[config.mk]
export PLATFORM = sky130hd
export DESIGN_NAME = multicycle_control_fsm_flat
export DESIGN_NICKNAME = d
export VERILOG_FILES = /design/src/rtl/multicycle_control_fsm_if.sv /design/src/rtl/multicycle_control_fsm.sv /design/src/flat_wrapper.sv
export SDC_FILE = /design/constraint.sdc
export NUM_CORES = 1
export LEC_CHECK = 0
export CAP_MARGIN = 30
export CELL_PAD_IN_SITES_DETAIL_PLACEMENT = 1
export CELL_PAD_IN_SITES_GLOBAL_PLACEMENT = 2
export CORE_MARGIN = 2
export CORE_UTILIZATION = 31
export DETAILED_ROUTE_END_ITERATION = 16
export PLACE_DENSITY = 0.8
export SYNTH_ARGS = -nofsm -noshare
export SYNTH_HDL_FRONTEND = slang
export SYNTH_SLANG_ARGS = --single-unit
[constraint.sdc]
create_clock -name clk -period 5 [get_ports clk]
set_input_delay 1 -clock clk [delete_from_list [all_inputs] [get_ports clk]]
set_output_delay 1 -clock clk [all_outputs]
set_load 0.05 [all_outputs]
[src/rtl/multicycle_control_fsm_if.sv]
// rtl/multicycle_control_fsm_if.sv - shared memory port handshake between the sequencer and memory
// Purpose: one memory port shared by instruction fetch and data access.
// Signals:
//   mem_req - request, held high until mem_ack
//   mem_we  - 1=write (store), 0=read
//   iord    - address select: 0=PC, 1=ALU result register
//   mem_ack - memory completes the current request this cycle
interface multicycle_control_fsm_if;
  logic mem_req;
  logic mem_we;
  logic iord;
  logic mem_ack;

  modport master (output mem_req, output mem_we, output iord, input mem_ack);
  modport slave  (input mem_req, input mem_we, input iord, output mem_ack);
endinterface

[src/rtl/multicycle_control_fsm.sv]
// rtl/multicycle_control_fsm.sv - multi-cycle RISC-V control sequencer with trap handling
// Purpose: steps each instruction through fetch/decode/execute/memory/writeback,
//   sharing one memory port, trapping on illegal opcodes and memory timeouts.
// Ports:
//   clk, rst            - clock, synchronous active-high reset
//   mem (master)        - shared memory req/ack port
//   opcode, funct3      - instruction fields from IR
//   zero                - ALU compare result (rs1==rs2)
//   ir_write, pc_write, pc_src, reg_write, mem_to_reg, alu_src, alu_op - datapath controls
//   instr_retired       - one-cycle completion pulse
//   instr_count         - retired-instruction counter (wraps)
//   illegal_op, bus_err - sticky trap causes
//   state_dbg           - current state encoding
module multicycle_control_fsm #(
  parameter int TIMEOUT_CYCLES = 16,
  parameter int CNT_W          = 32
) (
  input  logic                           clk,
  input  logic                           rst,
  multicycle_control_fsm_if.master       mem,
  input  logic [6:0]                     opcode,
  input  logic [2:0]                     funct3,
  input  logic                           zero,
  output logic                           ir_write,
  output logic                           pc_write,
  output logic                           pc_src,
  output logic                           reg_write,
  output logic                           mem_to_reg,
  output logic                           alu_src,
  output logic [1:0]                     alu_op,
  output logic                           instr_retired,
  output logic [CNT_W-1:0]               instr_count,
  output logic                           illegal_op,
  output logic                           bus_err,
  output logic [3:0]                     state_dbg
);

  typedef enum logic [3:0] {
    FETCH    = 4'd0,
    DECODE   = 4'd1,
    EXEC_R   = 4'd2,
    EXEC_I   = 4'd3,
    MEM_ADDR = 4'd4,
    MEM_RD   = 4'd5,
    MEM_WR   = 4'd6,
    WB_ALU   = 4'd7,
    WB_MEM   = 4'd8,
    BRANCH   = 4'd9,
    TRAP     = 4'd15
  } state_e;

  // Value of the wait counter on the last cycle before a timeout trap.
  localparam logic [7:0] TMO_LAST = 8'(TIMEOUT_CYCLES - 1);

  state_e           state_q, state_d;
  logic             is_store_q, is_store_d;
  logic [2:0]       f3_q, f3_d;
  logic [7:0]       tmo_q, tmo_d;
  logic [CNT_W-1:0] count_q, count_d;
  logic             illegal_q, illegal_d;
  logic             bus_err_q, bus_err_d;

  logic req_c, we_c, iord_c, ir_c, pcw_c, pcs_c, rw_c, m2r_c, asrc_c, ret_c;
  logic [1:0] aop_c;
  logic taken;

  assign taken = ((f3_q == 3'b000) && zero) || ((f3_q == 3'b001) && !zero);

  always_comb begin
    state_d    = state_q;
    is_store_d = is_store_q;
    f3_d       = f3_q;
    tmo_d      = '0;
    count_d    = count_q;
    illegal_d  = illegal_q;
    bus_err_d  = bus_err_q;
    req_c  = 1'b0;
    we_c   = 1'b0;
    iord_c = 1'b0;
    ir_c   = 1'b0;
    pcw_c  = 1'b0;
    pcs_c  = 1'b0;
    rw_c   = 1'b0;
    m2r_c  = 1'b0;
    asrc_c = 1'b0;
    aop_c  = 2'b00;
    ret_c  = 1'b0;

    case (state_q)
      FETCH: begin
        req_c = 1'b1;
        if (mem.mem_ack) begin
          ir_c    = 1'b1;
          pcw_c   = 1'b1;
          state_d = DECODE;
        end
      end
      DECODE: begin
        // Only the load/store distinction and funct3 are needed later.
        is_store_d = (opcode == 7'b0100011);
        f3_d       = funct3;
        case (opcode)
          7'b0110011:             state_d = EXEC_R;
          7'b0010011:             state_d = EXEC_I;
          7'b0000011, 7'b0100011: state_d = MEM_ADDR;
          7'b1100011:             state_d = BRANCH;
          default: begin
            state_d   = TRAP;
            illegal_d = 1'b1;
          end
        endcase
      end
      EXEC_R: begin
        aop_c   = 2'b10;
        state_d = WB_ALU;
      end
      EXEC_I: begin
        aop_c   = 2'b11;
        asrc_c  = 1'b1;
        state_d = WB_ALU;
      end
      WB_ALU: begin
        rw_c    = 1'b1;
        ret_c   = 1'b1;
        state_d = FETCH;
      end
      MEM_ADDR: begin
        asrc_c  = 1'b1;
        state_d = is_store_q ? MEM_WR : MEM_RD;
      end
      MEM_RD: begin
        req_c  = 1'b1;
        iord_c = 1'b1;
        if (mem.mem_ack) state_d = WB_MEM;
      end
      WB_MEM: begin
        rw_c    = 1'b1;
        m2r_c   = 1'b1;
        ret_c   = 1'b1;
        state_d = FETCH;
      end
      MEM_WR: begin
        req_c  = 1'b1;
        iord_c = 1'b1;
        we_c   = 1'b1;
        if (mem.mem_ack) begin
          ret_c   = 1'b1;
          state_d = FETCH;
        end
      end
      BRANCH: begin
        aop_c   = 2'b01;
        pcw_c   = taken;
        pcs_c   = taken;
        ret_c   = 1'b1;
        state_d = FETCH;
      end
      default: state_d = TRAP;
    endcase

    // Timeout: an ack on the limit cycle takes the normal path above, and
    // the write strobes are already gated by ack, so trapping here is clean.
    if (req_c && !mem.mem_ack) begin
      if (tmo_q == TMO_LAST) begin
        state_d   = TRAP;
        bus_err_d = 1'b1;
      end else begin
        tmo_d = tmo_q + 8'd1;
      end
    end

    if (ret_c) count_d = count_q + CNT_W'(1);
  end

  always_ff @(posedge clk) begin
    if (rst) begin
      state_q    <= FETCH;
      is_store_q <= 1'b0;
      f3_q       <= 3'b000;
      tmo_q      <= '0;
      count_q    <= '0;
      illegal_q  <= 1'b0;
      bus_err_q  <= 1'b0;
    end else begin
      state_q    <= state_d;
      is_store_q <= is_store_d;
      f3_q       <= f3_d;
      tmo_q      <= tmo_d;
      count_q    <= count_d;
      illegal_q  <= illegal_d;
      bus_err_q  <= bus_err_d;
    end
  end

  // Strobes are held low while reset is asserted so an aborted instruction
  // cannot write anything.
  assign mem.mem_req    = req_c & ~rst;
  assign mem.mem_we     = we_c & ~rst;
  assign mem.iord       = iord_c;
  assign ir_write       = ir_c & ~rst;
  assign pc_write       = pcw_c & ~rst;
  assign pc_src         = pcs_c;
  assign reg_write      = rw_c & ~rst;
  assign mem_to_reg     = m2r_c;
  assign alu_src        = asrc_c;
  assign alu_op         = aop_c;
  assign instr_retired  = ret_c & ~rst;
  assign instr_count    = count_q;
  assign illegal_op     = illegal_q;
  assign bus_err        = bus_err_q;
  assign state_dbg      = state_q;

endmodule

[src/flat_wrapper.sv]
// flat-port wrapper written by rule: the top's interface ports become plain ports
module multicycle_control_fsm_flat 
#(
  parameter int TIMEOUT_CYCLES = 16,
  parameter int CNT_W          = 32
)
  (clk, rst, opcode, funct3, zero, ir_write, pc_write, pc_src, reg_write, mem_to_reg, alu_src, alu_op, instr_retired, instr_count, illegal_op, bus_err, state_dbg, mem_mem_req, mem_mem_we, mem_iord, mem_mem_ack);
  multicycle_control_fsm_if mem_i ();
  input  logic clk;
  input  logic rst;
  input  logic [6:0] opcode;
  input  logic [2:0] funct3;
  input  logic zero;
  output logic ir_write;
  output logic pc_write;
  output logic pc_src;
  output logic reg_write;
  output logic mem_to_reg;
  output logic alu_src;
  output logic [1:0] alu_op;
  output logic instr_retired;
  output logic [CNT_W-1:0] instr_count;
  output logic illegal_op;
  output logic bus_err;
  output logic [3:0] state_dbg;
  output wire logic [$bits(mem_i.mem_req)-1:0] mem_mem_req;
  output wire logic [$bits(mem_i.mem_we)-1:0] mem_mem_we;
  output wire logic [$bits(mem_i.iord)-1:0] mem_iord;
  input wire logic [$bits(mem_i.mem_ack)-1:0] mem_mem_ack;
  assign mem_mem_req = mem_i.mem_req;
  assign mem_mem_we = mem_i.mem_we;
  assign mem_iord = mem_i.iord;
  assign mem_i.mem_ack = mem_mem_ack;
  multicycle_control_fsm #(.TIMEOUT_CYCLES(TIMEOUT_CYCLES), .CNT_W(CNT_W)) u_core (.clk(clk), .rst(rst), .mem(mem_i), .opcode(opcode), .funct3(funct3), .zero(zero), .ir_write(ir_write), .pc_write(pc_write), .pc_src(pc_src), .reg_write(reg_write), .mem_to_reg(mem_to_reg), .alu_src(alu_src), .alu_op(alu_op), .instr_retired(instr_retired), .instr_count(instr_count), .illegal_op(illegal_op), .bus_err(bus_err), .state_dbg(state_dbg));
endmodule
==> results.json, run 1 <==
{
  "grt_max_degree": 55,
  "design_area_mm2": 0.00350,
  "fin_crit_sh_pct": 87.9,
  "critPathMaxFanout": 2,
  "die_x_um": 97.2,
  "final_cell_mix": "62 x clkdlybuf4s50_1, 50 x dfxtp_1, 37 x nor2_1, 27 x a21oi_1, 16 x or4_1",
  "initial_core_util_pct": 31.4,
  "fin_nets": 391,
  "cts_resized": 0,
  "syn_nets": 336,
  "htree_levels": 2,
  "multi_input_area_mm2": 0.00155,
  "clk_pin_slew_ps": 100,
  "yosys_warnings": 0,
  "cts.sinks": 50,
  "first_iter_violations": 79,
  "place_congestion": 0.728,
  "dpl-instance-area_mm2": 0.00338,
  "num_vias": 2575,
  "first_pass_iters": 4,
  "hold_buffers": 0,
  "cap_viol_max_count": 0,
  "finalSetupTns_ps": 0,
  "fp.dieH_um": 97.2,
  "postRouteAntennaNets": 0,
  "period_minus_slack_ps": 4390,
  "cp_common_cell": "clkdlybuf4s50_1",
  "cts_buffers": 5,
  "required_ps": 4000,
  "criticalPathCategory": "in -> out",
  "rows": 34,
  "setup_ws_ps": 607,
  "hold_viol": 0,
  "cts_buffer_depth": 2,
  "grt-ovfl-total": 0,
  "hold_class": "reg -> reg",
  "cp-startpoint": "mem_mem_ack",
  "vias_per_cell": 5.33,
  "ys_async_sr_fraction_pct": 0,
  "skew_ps": 6.30,
  "synth-seq-cells": 50,
  "drv_slew": 0,
  "syn_area_mm2": 0.00270,
  "tritoncts": "built",
  "reg2reg_from": "u_core.instr_count[7]",
  "yosysSeqAreaShare_pct": 37.1,
  "antenna_found_initial": 0,
  "core-area_mm2": 0.00859,
  "drive_gt1_share_pct": 7.47,
  "arrival_ps": 3390,
  "slew_headroom_pct": 55.5,
  "place_ws_ps": 603,
  "cpPeakStageDelay_ps": 790,
  "cts-root-buf": "clkbuf_8",
  "yosysUniqueCellTypes": 48,
  "status": "complete, no violations",
  "finish.utilization_pct": 40.7,
  "fin_cells": 483,
  "max_freq_ghz": 0.228,
  "layout_commonest_cell": "clkdlybuf4s50_1",
  "antenna_cells": 0,
  "clock_latency_ps": 300,
  "path_buf_inv": 2,
  "leakagePower_nw": 1.17,
  "drc": 0,
  "synth_edf_count": 0,
  "synth_ff_type": "dfxtp_1",
  "regArea_mm2": 0.00100,
  "syn2layout_area_growth_pct": 29.7,
  "path_delay_family": "buffers and inverters",
  "worst-r2r-setup-slack_ps": 2760,
  "io_pins": 64,
  "p_per_area_mw_per_mm2": 396,
  "grt_pass1_wl_um": 12100,
  "power_mw": 1.38,
  "worst_pin_slew_ps": 667,
  "die-area_mm2": 0.00946,
  "grtUsageTotal_pct": 15.0,
  "num-fill-cells": 1033,
  "path_cells": "clkdlybuf4s50_1 > or4b_2 > nor3_1 > a21o_1 > clkdlybuf4s50_1",
  "min_from": "u_core.tmo_q[0]",
  "drt-total-wl_um": 7090,
  "dp_cells": 476,
  "syn_inst": 320,
  "ir_worst_vdd_mv": 0.269,
  "grt_pass1_vias": 2591,
  "wl_per_cell_um": 14.7,
  "syn_area_per_cell_um2": 8.42,
  "finalSetupViolCount": 0,
  "post_cts_buffers": 0,
  "critPathSlowestCell": "clkdlybuf4s50_1",
  "rsz0062_at_grt": "false",
  "io_buffers": 63,
  "dp_hpwl_um": 4960,
  "worstSetupEndpointType": "output pin",
  "whs_ps": 455,
  "start_kind": "primary input"
}
[logic make-up after synthesis]
group,count (synthesis),synth area share [%]
AO/OA/AOI/OAI,71,17.0
XOR/XNOR,11,3.57
adder cells (fa/ha/maj),2,0.928
buffers and inverters,29,5.20
flip-flops,50,37.1
multiplexers,14,5.57
AND/OR/NAND/NOR,143,30.6
[sequential cells by signal, indices dropped and copies added, names as in the netlist]
| signal | cells |
|---|---|
| u_core.instr_count | 32 |
| u_core.bus_err | 1 |
| u_core.f3_q | 3 |
| u_core.state_dbg | 4 |
| u_core.illegal_op | 1 |
| u_core.tmo_q | 8 |
| u_core.is_store_q | 1 |
[cells in the mapped netlist, types with 5 or more instances]
cell type	number	area, µm²
clkbuf_1	8	30.0
nand3_1	12	60.1
dfxtp_1	50	1000
mux2_2	8	90.1
mux2i_1	6	60.1
o21ai_0	13	65.1
o31ai_1	15	113
nand2_1	13	48.8
nand4_1	7	43.8
nor2_1	37	139
or3_1	10	62.6
or4_1	16	120
xor2_1	6	52.6
inv_1	10	37.5
xnor2_1	5	43.8
nor4_1	9	56.3
nor2b_1	14	87.6
a21oi_1	27	135
[routing by layer]
metal	GRT usage, %	routed length [µm]
met1	18.5	3250
met2	26.3	3420
met3	3.81	370
met4	3.21	53
met5	0	0
[final timing paths]
kind,to,depth (start not counted)
worst min register to register,u_core.tmo_q[0],1
worst max-delay path,pc_write,5
worst min-delay path,u_core.tmo_q[0],1
worst max register to register,u_core.instr_count[31],4
[power by group]
| part | total [mW] | internal (mW) | switching [mW] |
|---|---|---|---|
| registers | 0.518 | 0.431 | 0.0872 |
| clock network | 0.301 | 0.160 | 0.141 |
| logic | 0.563 | 0.211 | 0.353 |
| total | 1.38 | 0.802 | 0.581 |
[layout make-up]
class / count / area share [%]
sequential: 50 / 28.6
clock buffer: 6 / 2.36
tap: 108 / 3.87
inverter: 10 / 1.07
timing repair buffer: 67 / 18.8
clock inverter: 1 / 0.859
multi-input combinational: 241 / 44.5
(Power assumes the default switching activity.)
==> run 2, diff against run 1 <==
- REMOVE_ABC_BUFFERS: not set -> 1
==> run 2 against run 1 <==
Core utilization decreased by 0.17 points. Sequential share of layout area increased by 0.12 points. Maximum frequency is 0.35% lower. First-iteration DRC count up 15%. Sequential power grew 1%. Die area unchanged. Combinational power fell by 2%. Total power shrank 0.41%. Routed wire length up 1.9%. Largest power group unchanged.
==> results.json, run 2 (synthesis results as in run 1) <==
{
  "status": "complete, no violations",
  "internal-power_mw": 0.797,
  "drt-total-wl_um": 7230,
  "cts.sinks": 50,
  "fin_nets": 389,
  "reg2reg_from": "u_core.state_dbg[0]",
  "drive_gt1_share_pct": 6.97,
  "cts_buffers": 5,
  "finalSetupTns_ps": 0,
  "routed.top_layer": "met4",
  "htree_levels": 2,
  "antenna_cells": 0,
  "hold_buffers": 0,
  "whs_ps": 446,
  "clock_latency_ps": 310,
  "fp.dieH_um": 97.2,
  "antenna_found_initial": 0,
  "core-area_mm2": 0.00859,
  "power_mw": 1.38,
  "rsz0062_at_grt": "false",
  "dr_wl_met3_um": 312,
  "io_pins": 64,
  "leakagePower_nw": 1.16,
  "p_comb_share_pct": 40.2,
  "slew_headroom_pct": 36.5,
  "path_buf_inv": 2,
  "min_to": "u_core.tmo_q[0]",
  "arrival_ps": 3410,
  "p_clk_share_pct": 21.8,
  "cts-root-buf": "clkbuf_8",
  "largest_reg_flops": 32,
  "reg2reg_to": "u_core.state_dbg[3]",
  "grt_pass1_wl_um": 12200,
  "worstSetupEndpointType": "output pin",
  "min_from": "u_core.tmo_q[0]",
  "cp_common_cell": "clkdlybuf4s50_1",
  "start_kind": "primary input",
  "period_minus_slack_ps": 4410,
  "setup_ws_ps": 591,
  "rows": 34,
  "grt-ovfl-total": 0,
  "die-area_mm2": 0.00946,
  "met1_length_um": 3380,
  "first_iter_violations": 91,
  "postRouteAntennaNets": 0,
  "hold_viol": 0,
  "power.share.sequential_pct": 38.0,
  "finalSetupViolCount": 0,
  "dp_hpwl_um": 5000,
  "wl_per_cell_um": 15.0,
  "p_per_area_mw_per_mm2": 396,
  "r2r_cells": 4,
  "drc": 0,
  "whs_path_depth": 1,
  "worst-r2r-setup-slack_ps": 2590,
  "syn2layout_area_growth_pct": 29.2,
  "tritoncts": "built",
  "dp_cells": 474,
  "path_cells": "clkdlybuf4s50_1 > or4b_2 > nor3_1 > a21o_1 > clkdlybuf4s50_1",
  "grt_max_degree": 55,
  "clk_pin_slew_ps": 90,
  "num_vias": 2599,
  "criticalPathCategory": "in -> out",
  "met2_length_um": 3470,
  "required_ps": 4000,
  "cpPeakStageDelay_ps": 800,
  "drv_slew": 0,
  "die_x_um": 97.2,
  "vias_per_cell": 5.40,
  "path_delay_family": "buffers and inverters",
  "swShare_pct": 42.2,
  "fin_crit_sh_pct": 88.2,
  "layout_commonest_cell": "clkdlybuf4s50_1",
  "fin_cells": 481,
  "num-fill-cells": 1012,
  "skew_ps": 11.2,
  "hold_class": "reg -> reg",
  "place_ws_ps": 620,
  "grtUsageTotal_pct": 15.2,
  "critPathSlowestCell": "clkdlybuf4s50_1",
  "ir_worst_vdd_mv": 0.211,
  "cts_buffer_depth": 2,
  "post_cts_buffers": 0,
  "grt_pass1_vias": 2559,
  "initial_core_util_pct": 31.4,
  "critPathMaxFanout": 10,
  "final_cell_mix": "62 x clkdlybuf4s50_1, 50 x dfxtp_1, 37 x nor2_1, 27 x a21oi_1, 16 x or4_1",
  "cts_resized": 0,
  "switchingPower_mw": 0.581,
  "place_congestion": 0.746,
  "cap_viol_max_count": 0,
  "io_buffers": 63,
  "first_pass_iters": 4,
  "worst_pin_slew_ps": 945,
  "max_freq_ghz": 0.227
}
==> run 2: cell types whose count changed in the layout (fill, tap and decap cells not counted) <==
| cell | delta |
|---|---|
| buf_4 | -2 |
==> run 2: final cells by class <==
class | instances | area, µm² | area share, %
Tap cell | 108 | 135 | 3.88
Clock inverter | 1 | 30.0 | 0.863
Inverter | 10 | 37.5 | 1.08
Clock buffer | 6 | 82.6 | 2.37
Timing Repair Buffer | 65 | 641 | 18.4
Sequential cell | 50 | 1000 | 28.8
Multi-Input combinational cell | 241 | 1550 | 44.6
==> run 2: layer usage <==
metal  vias up  track usage, %
li1       1281               -
met4         0            3.21
met1      1261            18.9
met2        50            26.9
met5         -               0
met3         7            3.60
==> run 2: worst max path at each step <==
stage	start	endpoint	cells after the start
3_3_place_gp	mem_mem_ack	pc_write	5
6_report	mem_mem_ack	pc_write	5
5_1_grt	mem_mem_ack	pc_write	5
2_1_floorplan	u_core.state_dbg[3]	pc_write	3
3_5_place_dp	mem_mem_ack	pc_write	5
4_1_cts	mem_mem_ack	pc_write	5
==> run 2: through the flow <==
step | area [µm²] | utilization (%)
after floorplan | 2590 | -
after global placement | 3370 | 39.2
after detailed placement | 3370 | 39.2
after CTS | 3480 | 40.5
after global routing | 3480 | 40.5
final | 3480 | 40.5
==> run 2: power by group through the flow <==
| stage | Clock [mW] | Combinational [mW] | Sequential, mW |
|---|---|---|---|
| floorplan | 0 | 0.312 | 0.585 |
| global placement | 0 | 0.554 | 0.530 |
| detailed placement | 0 | 0.559 | 0.532 |
| CTS | 0.308 | 0.561 | 0.523 |
| global route | 0.327 | 0.598 | 0.532 |
| finish | 0.300 | 0.554 | 0.523 |
